## src/rtl/alarm_pattern_gen.sv

```systemverilog
// alarm_pattern_gen: programmable blink-pattern alarm sequencer with snooze,
// completion pulse and completed-cycle reporting.
module alarm_pattern_gen #(
  parameter int PERIOD       = 3,
  parameter int ON_STEPS     = 1,
  parameter int TICK_DIV     = 1,
  parameter int REPEAT       = 4,
  parameter int SNOOZE_STEPS = 6,
  parameter int CW           = 8
) (
  input  logic          clock,
  input  logic          reset,
  input  logic          start,
  input  logic          stop,
  input  logic          snooze,
  output logic          light,
  output logic          active,
  output logic          snoozing,
  output logic          done,
  output logic [CW-1:0] cycle_count
);

  localparam int TW  = (TICK_DIV > 1) ? $clog2(TICK_DIV) : 1;
  localparam int SW  = $clog2(PERIOD);
  localparam int SNW = (SNOOZE_STEPS * TICK_DIV > 1) ? $clog2(SNOOZE_STEPS * TICK_DIV) : 1;

  localparam logic [TW-1:0]  TICK_LAST = TW'(TICK_DIV - 1);
  localparam logic [SW-1:0]  STEP_LAST = SW'(PERIOD - 1);
  localparam logic [SW-1:0]  ON_L      = SW'(ON_STEPS);
  localparam logic [SNW-1:0] SNZ_LOAD  = SNW'(SNOOZE_STEPS * TICK_DIV - 1);
  localparam logic [CW-1:0]  REP_L     = CW'(REPEAT);

  typedef enum logic [1:0] {IDLE, RUN, SNOOZE} state_t;

  state_t          state_q, state_d;
  logic [TW-1:0]   tick_q, tick_d;
  logic [SW-1:0]   step_q, step_d;
  logic [SNW-1:0]  snz_q, snz_d;
  logic [CW-1:0]   cnt_q, cnt_d;
  logic [CW-1:0]   cnt_sat;
  logic            done_q, done_d;

  assign cnt_sat = (cnt_q == '1) ? cnt_q : cnt_q + CW'(1);

  // Next-state, counter and done-pulse decode; priority stop > snooze > start.
  always_comb begin
    state_d = state_q;
    tick_d  = tick_q;
    step_d  = step_q;
    snz_d   = snz_q;
    cnt_d   = cnt_q;
    done_d  = 1'b0;
    unique case (state_q)
      IDLE: begin
        if (start && !stop) begin
          state_d = RUN;
          tick_d  = '0;
          step_d  = '0;
          cnt_d   = '0;
        end
      end
      RUN: begin
        if (stop) begin
          state_d = IDLE;
        end else if (snooze) begin
          state_d = SNOOZE;
          snz_d   = SNZ_LOAD;
        end else if (tick_q == TICK_LAST) begin
          tick_d = '0;
          if (step_q == STEP_LAST) begin
            step_d = '0;
            cnt_d  = cnt_sat;
            if ((REPEAT != 0) && (cnt_sat == REP_L)) begin
              state_d = IDLE;
              done_d  = 1'b1;
            end
          end else begin
            step_d = step_q + SW'(1);
          end
        end else begin
          tick_d = tick_q + TW'(1);
        end
      end
      SNOOZE: begin
        if (stop) begin
          state_d = IDLE;
        end else if (snooze) begin
          snz_d = SNZ_LOAD;
        end else if (snz_q == '0) begin
          state_d = RUN;
          tick_d  = '0;
          step_d  = '0;
        end else begin
          snz_d = snz_q - SNW'(1);
        end
      end
      default: state_d = IDLE;
    endcase
  end

  // State and counter registers with synchronous active-high reset.
  always_ff @(posedge clock) begin
    if (reset) begin
      state_q <= IDLE;
      tick_q  <= '0;
      step_q  <= '0;
      snz_q   <= '0;
      cnt_q   <= '0;
      done_q  <= 1'b0;
    end else begin
      state_q <= state_d;
      tick_q  <= tick_d;
      step_q  <= step_d;
      snz_q   <= snz_d;
      cnt_q   <= cnt_d;
      done_q  <= done_d;
    end
  end

  assign light       = (state_q == RUN) && (step_q < ON_L);
  assign active      = (state_q != IDLE);
  assign snoozing    = (state_q == SNOOZE);
  assign done        = done_q;
  assign cycle_count = cnt_q;

endmodule

```

## config.mk

```make
export PLATFORM = sky130hd
export DESIGN_NAME = alarm_pattern_gen
export DESIGN_NICKNAME = d
export VERILOG_FILES = /design/src/rtl/alarm_pattern_gen.sv
export SDC_FILE = /design/constraint.sdc
export NUM_CORES = 1
export LEC_CHECK = 0
export ABC_AREA = 1
export CORE_MARGIN = 10
export CORE_UTILIZATION = 46
export DETAILED_ROUTE_END_ITERATION = 8
export GPL_TIMING_DRIVEN = 0
export PLACE_DENSITY = 0.73
export SLEW_MARGIN = 20
export SYNTH_ARGS = -nofsm -noshare
export SYNTH_HDL_FRONTEND = slang
export SYNTH_SLANG_ARGS = --single-unit
```

## constraint.sdc

```tcl
create_clock -name clock -period 1.7 [get_ports clock]
set_clock_uncertainty 0.15 [all_clocks]
set_input_delay 0.425 -clock clock [delete_from_list [all_inputs] [get_ports clock]]
set_output_delay 0.425 -clock clock [all_outputs]
set_load 0.02 [all_outputs]
```

==> impl_metrics.yaml, run 1 <==
setup_path:
  path_class: "flop to output pin"
  reg2reg_depth: 11
  cp-start-kind: "flop"
  worstSetupEndpointType: "output pin"
  worstPathMaxFanout: 5
  critical_path_required_ns: 1.12
  arrival_ns: 1.10
detailed_routing:
  drtAntennaViolNets: 0
  drt_iter0_markers: 54
  wl_per_cell_um: 13.2
  wl_mm: 2.78
  route.detailed.drc: 0
  drtPass1Iterations: 4
  viasPerCell: 5.06
  vias: 1063
clocking:
  cts_tree: "yes"
  cts_made_buffers: 3
  clk_path_buf_depth: 2
  clk_transition_reported_paths_ns: 0.09
  cts_root_buffer: "clkbuf_4"
  clock_latency_ns: 0.28
  cts_hold_buf: 0
  htreeDepth: 1
  cts.sinks: 16
synthesis:
  synth_area_mm2: 0.00101
  ys_ff_latch: 16
  ys_seq_area_frac: 0.318
  synth_cell_types: 26
  syn_area_per_cell_um2: 6.71
  syn_inst: 150
  yosys_warnings: 0
  syn_nets: 158
pwr:
  ir_worst_vdd_mv: 0.677
  power.total_mw: 0.834
  p_leak_nw: 0.640
  powerDensity_mw_per_mm2: 573
layout:
  num_antenna_cells: 0
  fin_area_mm2: 0.00146
  final_cell_mix: "32 x nand2_1, 21 x inv_1, 13 x buf_4, 11 x nor2_1"
  fillers: 167
  drive_gt1_frac: 0.372
  final_common_cell: "nand2_1"
  fin_cells: 210
  final_nets: 192
  area.growth.synth_to_final_pct: 44.7
  utilization: 0.720
timing:
  relSlewSlack: 0.657
  grt_setup_unrepaired: "yes"
  slew_viol_final: 0
  timing.hold.ws_ns: 0.288
  fin_tns_setup_ns: 0
  fmax_mhz: 597
  worst_pin_slew_ns: 0.515
  finalHoldViolations: 0
  setup_viol: 0
  finalCriticalPeriod_ns: 1.67
  min_period_over_period: 0.985
  worst_slack_ns: 0.0252
floorplan:
  io-pin-count: 17
  fp.dieArea_mm2: 0.00446
  die_y_um: 66.8
  rows: 16
  design.core.area_mm2: 0.00202
  die_w_um: 66.8
  start_util: 0.498
min_path:
  hp-class: "flop to flop"
  min_delay_path_depth: 1
status:
  status: "finished, final reports clean"
placement:
  dp_hpwl_mm: 1.87
  gp_congestion: 0.869
  place_ws_ns: -0.605
  io_buffers: 16
  placedInstanceArea_mm2: 0.00120
  dpl.cell_count: 193
grt:
  antenna_found_initial: 0
  grt_use_total: 0.125
  grt_pass1_vias: 1026
  grt_overflow: 0
  grt_pass1_wl_mm: 4.57
  grt_max_degree: 11
job:
  cap_violations: 0
## state kept, by name (all words and copies together) (netlist names)
signal	count
cycle_count	8
snz_q	3
state_q	2
step_q	2
done	1
## cell families after synthesis
family,count (synthesis),share of synthesized area
flops,16,0.318
fa+ha+maj,3,0.0373
compound gates,26,0.163
simple gates,76,0.363
xor+xnor,2,0.0174
buf+inv,27,0.101
## layout make-up
cell class                      count  area, µm²  share of cell area
Buffer                              1       3.75             0.00258
Clock buffer                        4       36.3              0.0249
Timing Repair Buffer               29        248               0.170
Multi-Input combinational cell    107        692               0.475
Sequential cell                    16        342               0.235
Inverter                           26        100              0.0688
Tap cell                           27       33.8              0.0232
## power by group
| part | total (mW) | switching [mW] | internal, mW | leakage [nW] |
|---|---|---|---|---|
| Clock | 0.247 | 0.117 | 0.130 | 0.0210 |
| Combinational | 0.184 | 0.107 | 0.0764 | 0.483 |
| Sequential | 0.403 | 0.0191 | 0.384 | 0.136 |
| Total | 0.834 | 0.243 | 0.591 | 0.640 |
## path summary, 6_finish.rpt
path	startpoint	endpoint	slack [ns]
setup / recovery	state_q[1]	light	0.03
hold / removal	snz_q[0]	snz_q[0]	0.29
setup reg to reg	cycle_count[1]	state_q[0]	0.04
hold reg to reg	snz_q[0]	snz_q[0]	0.29
## cells in the mapped netlist, drive strengths merged
cell type / n / share of area
nand2: 41 / 0.16
a211oi: 2 / 0.015
nand3: 14 / 0.080
xnor2: 2 / 0.017
nor3: 2 / 0.015
clkbuf: 1 / 0.0037
inv: 26 / 0.097
a31oi: 3 / 0.019
nor2: 16 / 0.072
a21oi: 9 / 0.049
dfxtp: 16 / 0.32
ha: 3 / 0.037
nand4: 1 / 0.0062
o21bai: 1 / 0.0075
o31ai: 1 / 0.012
o21ai: 10 / 0.061
nor4: 1 / 0.021
or2: 1 / 0.0062
## critical path: stages, from the launching register on
cell and delay [ns]:
dfxtp_4 0.37, inv_4 0.07, nand2_4 0.08, nor3_4 0.15, buf_6 0.14
## routing by layer
| layer | vias up | part of all wire | GRT usage |
|---|---|---|---|
| li1 | 552 | - | - |
| met1 | 494 | 0.43 | 0.149 |
| met2 | 13 | 0.51 | 0.214 |
| met3 | 4 | 0.045 | 0.0435 |
| met4 | 0 | 0.0097 | 0.0157 |
| met5 | - | 0 | 0 |
## what timing repair did
action	in CTS	in global routing
buffers inserted	5	8
gates resized for setup	37	31
hold endpoints to repair	0	0
pin swaps	4	6
setup endpoints to repair	23	20
(Power assumes the default switching activity.)
==> run 2: changes to the inputs <==
ABC_CLOCK_PERIOD_IN_PS = 1700   (was not set)
==> results of run 2 <==
The final DEF is identical to that of run 1; final timing and power are the same.
==> run 3: changes to the inputs <==
ABC_CLOCK_PERIOD_IN_PS = 2100   (was 1700)
CORE_UTILIZATION = 55   (was 46)
PLACE_DENSITY = 0.82   (was 0.73)
clock period = 2.1 ns   (was 1.7 ns; I/O delays follow)
==> run 3 against run 2 <==
Compared with the run above: sequential power is 19% lower; utilization is 0.57 points higher; via count is 5.9% lower; count of clock-buffer cells in the layout stayed put; non-clock buffer count is 11 lower; worst hold slack better by 0.024 ns; critical path depth is 3 lower; critical endpoint is now cycle_count[6].
==> impl_metrics.yaml, run 3 (synthesized netlist as in run 1, its figures left out) <==
status:
  status: "finished, final reports clean"
grt:
  grt_overflow: 0
  grt_pass1_vias: 946
  grt_max_degree: 11
  antenna_found_initial: 0
  grt_pass1_wl_mm: 3.99
  grt_use_total: 0.121
layout:
  final_common_cell: "nand2_1"
  drive_gt1_frac: 0.186
  fin_area_mm2: 0.00125
  final_nets: 181
  area.growth.synth_to_final_pct: 24.5
  largest_reg_flops: 8
  fillers: 146
  num_antenna_cells: 0
  final_cell_mix: "37 x nand2_1, 21 x inv_1, 14 x dfxtp_1, 12 x nand3_1, 11 x nor2_1"
floorplan:
  fp.dieArea_mm2: 0.00394
  start_util: 0.583
  die_w_um: 62.8
  io-pin-count: 17
  rows: 15
  design.core.area_mm2: 0.00173
  die_y_um: 62.8
timing:
  worst_pin_slew_ns: 0.475
  grt_setup_unrepaired: "no"
  relSlewSlack: 0.682
  timing.hold.ws_ns: 0.312
  finalCriticalPeriod_ns: 2.02
  fmax_mhz: 494
  fin_tns_setup_ns: 0
  slew_viol_final: 0
  setup_viol: 0
  finalHoldViolations: 0
  min_period_over_period: 0.964
min_path:
  hold_end: "snz_q[0]"
  min_delay_path_depth: 1
  hp-class: "flop to flop"
  min_from: "snz_q[0]"
detailed_routing:
  drt_iter0_markers: 18
  viasPerCell: 5.08
  drtPass1Iterations: 4
  vias: 1000
  drtAntennaViolNets: 0
  route.detailed.drc: 0
  wl_mm: 2.29
  wl_per_cell_um: 11.6
pwr:
  power_frac_seq: 0.506
  swShare: 0.286
  p_leak_nw: 0.578
  clockPowerShare: 0.320
  powerDensity_mw_per_mm2: 513
  p_switching_mw: 0.184
  p_int_mw: 0.459
  ir_worst_vdd_mv: 0.492
  power_frac_comb: 0.174
setup_path:
  worstPathCellList: "clkdlybuf4s50_1"
  reg2reg_depth: 12
  r2r_end: "state_q[0]"
  path_class: "flop to output pin"
  critical_path_required_ns: 1.42
  crit_buf_inv: 1
  cpLargestDelayFamily: "buffers and inverters"
  worstSetupEndpointType: "output pin"
  reg2reg_from: "cycle_count[0]"
  cp-start-kind: "flop"
  arrival_ns: 1.35
  r2r_setup_slack_ns: 0.27
  worstPathMaxFanout: 6
  slowest_delay_ns: 0.64
  slowest_stage: "clkdlybuf4s50_1"
clocking:
  cts.sinks: 16
  cts_made_buffers: 3
  cts_root_buffer: "clkbuf_4"
  clk_path_buf_depth: 2
  clock_latency_ns: 0.28
  htreeDepth: 1
  cts_tree: "yes"
  clk_transition_reported_paths_ns: 0.10
placement:
  gp_congestion: 0.850
  io_buffers: 16
  dp_hpwl_mm: 1.75
  placedInstanceArea_mm2: 0.00120
job:
  cap_violations: 0
run 3: changes by cell type in the layout (fill, tap and decap cells not counted), moves of 4 or more:
cell	before	now
buf_4	13	2
dfxtp_1	5	14
clkdlybuf4s50_1	1	8
dfxtp_2	8	2
nand2_1	32	37
nand3_1	8	12
run 3: power by group through the flow:
stage / sequential (mW) / combinational (mW) / clock, mW
after global routing: 0.327 / 0.125 / 0.222
after global placement: 0.331 / 0.110 / 0
after detailed placement: 0.332 / 0.112 / 0
final: 0.325 / 0.112 / 0.206
after CTS: 0.325 / 0.111 / 0.211
after floorplan: 0.330 / 0.0776 / 0
run 3: layout make-up:
type | count | area, µm² | area share
clock buffers | 4 | 36.3 | 0.0290
multi-input cells | 107 | 592 | 0.473
plain buffers | 1 | 3.75 | 0.00300
flip-flops and latches | 16 | 323 | 0.258
well taps | 25 | 31.3 | 0.0250
inverters | 26 | 97.6 | 0.0779
repair buffers | 18 | 169 | 0.135
run 3: repair_timing:
item	4_1_cts	5_1_grt
resized for setup	7	8
pin swaps	1	1
setup buffers	2	0
cloned	0	0
setup endpoints to repair	8	12
hold buffers	0	0
run 3: how the worst max path moves through the flow:
stage / start / cells past startpoint / slack (ns) / endpoint
final: cycle_count[6] / 1 / 0.08 / cycle_count[6]
after global routing: cycle_count[6] / 1 / 0.01 / cycle_count[6]
after detailed placement: stop / 7 / -0.33 / cycle_count[5]
after global placement: stop / 7 / -0.26 / cycle_count[7]
after floorplan: cycle_count[0] / 12 / 0.27 / state_q[0]
after CTS: state_q[0] / 3 / 0.004 / light
run 3: per-layer routing:
layer	up-vias	track usage	wire, µm	share of wire
met4	0	0.0531	25	0.011
li1	525	-	-	-
met3	4	0.0448	126	0.055
met2	22	0.212	1130	0.49
met1	449	0.126	1010	0.44
met5	-	0	0	0
run 3: metrics by stage:
| step | setup WS (ns) | std cells | power (mW) | util |
|---|---|---|---|---|
| floorplan | 0.272 | 150 | 0.407 | - |
| global placement | -0.259 | 191 | 0.441 | 0.693 |
| detailed placement | -0.329 | 191 | 0.444 | 0.693 |
| CTS | 0.00358 | 197 | 0.646 | 0.720 |
| global route | 0.0112 | 197 | 0.674 | 0.725 |
| finish | 0.0750 | 197 | 0.643 | 0.725 |
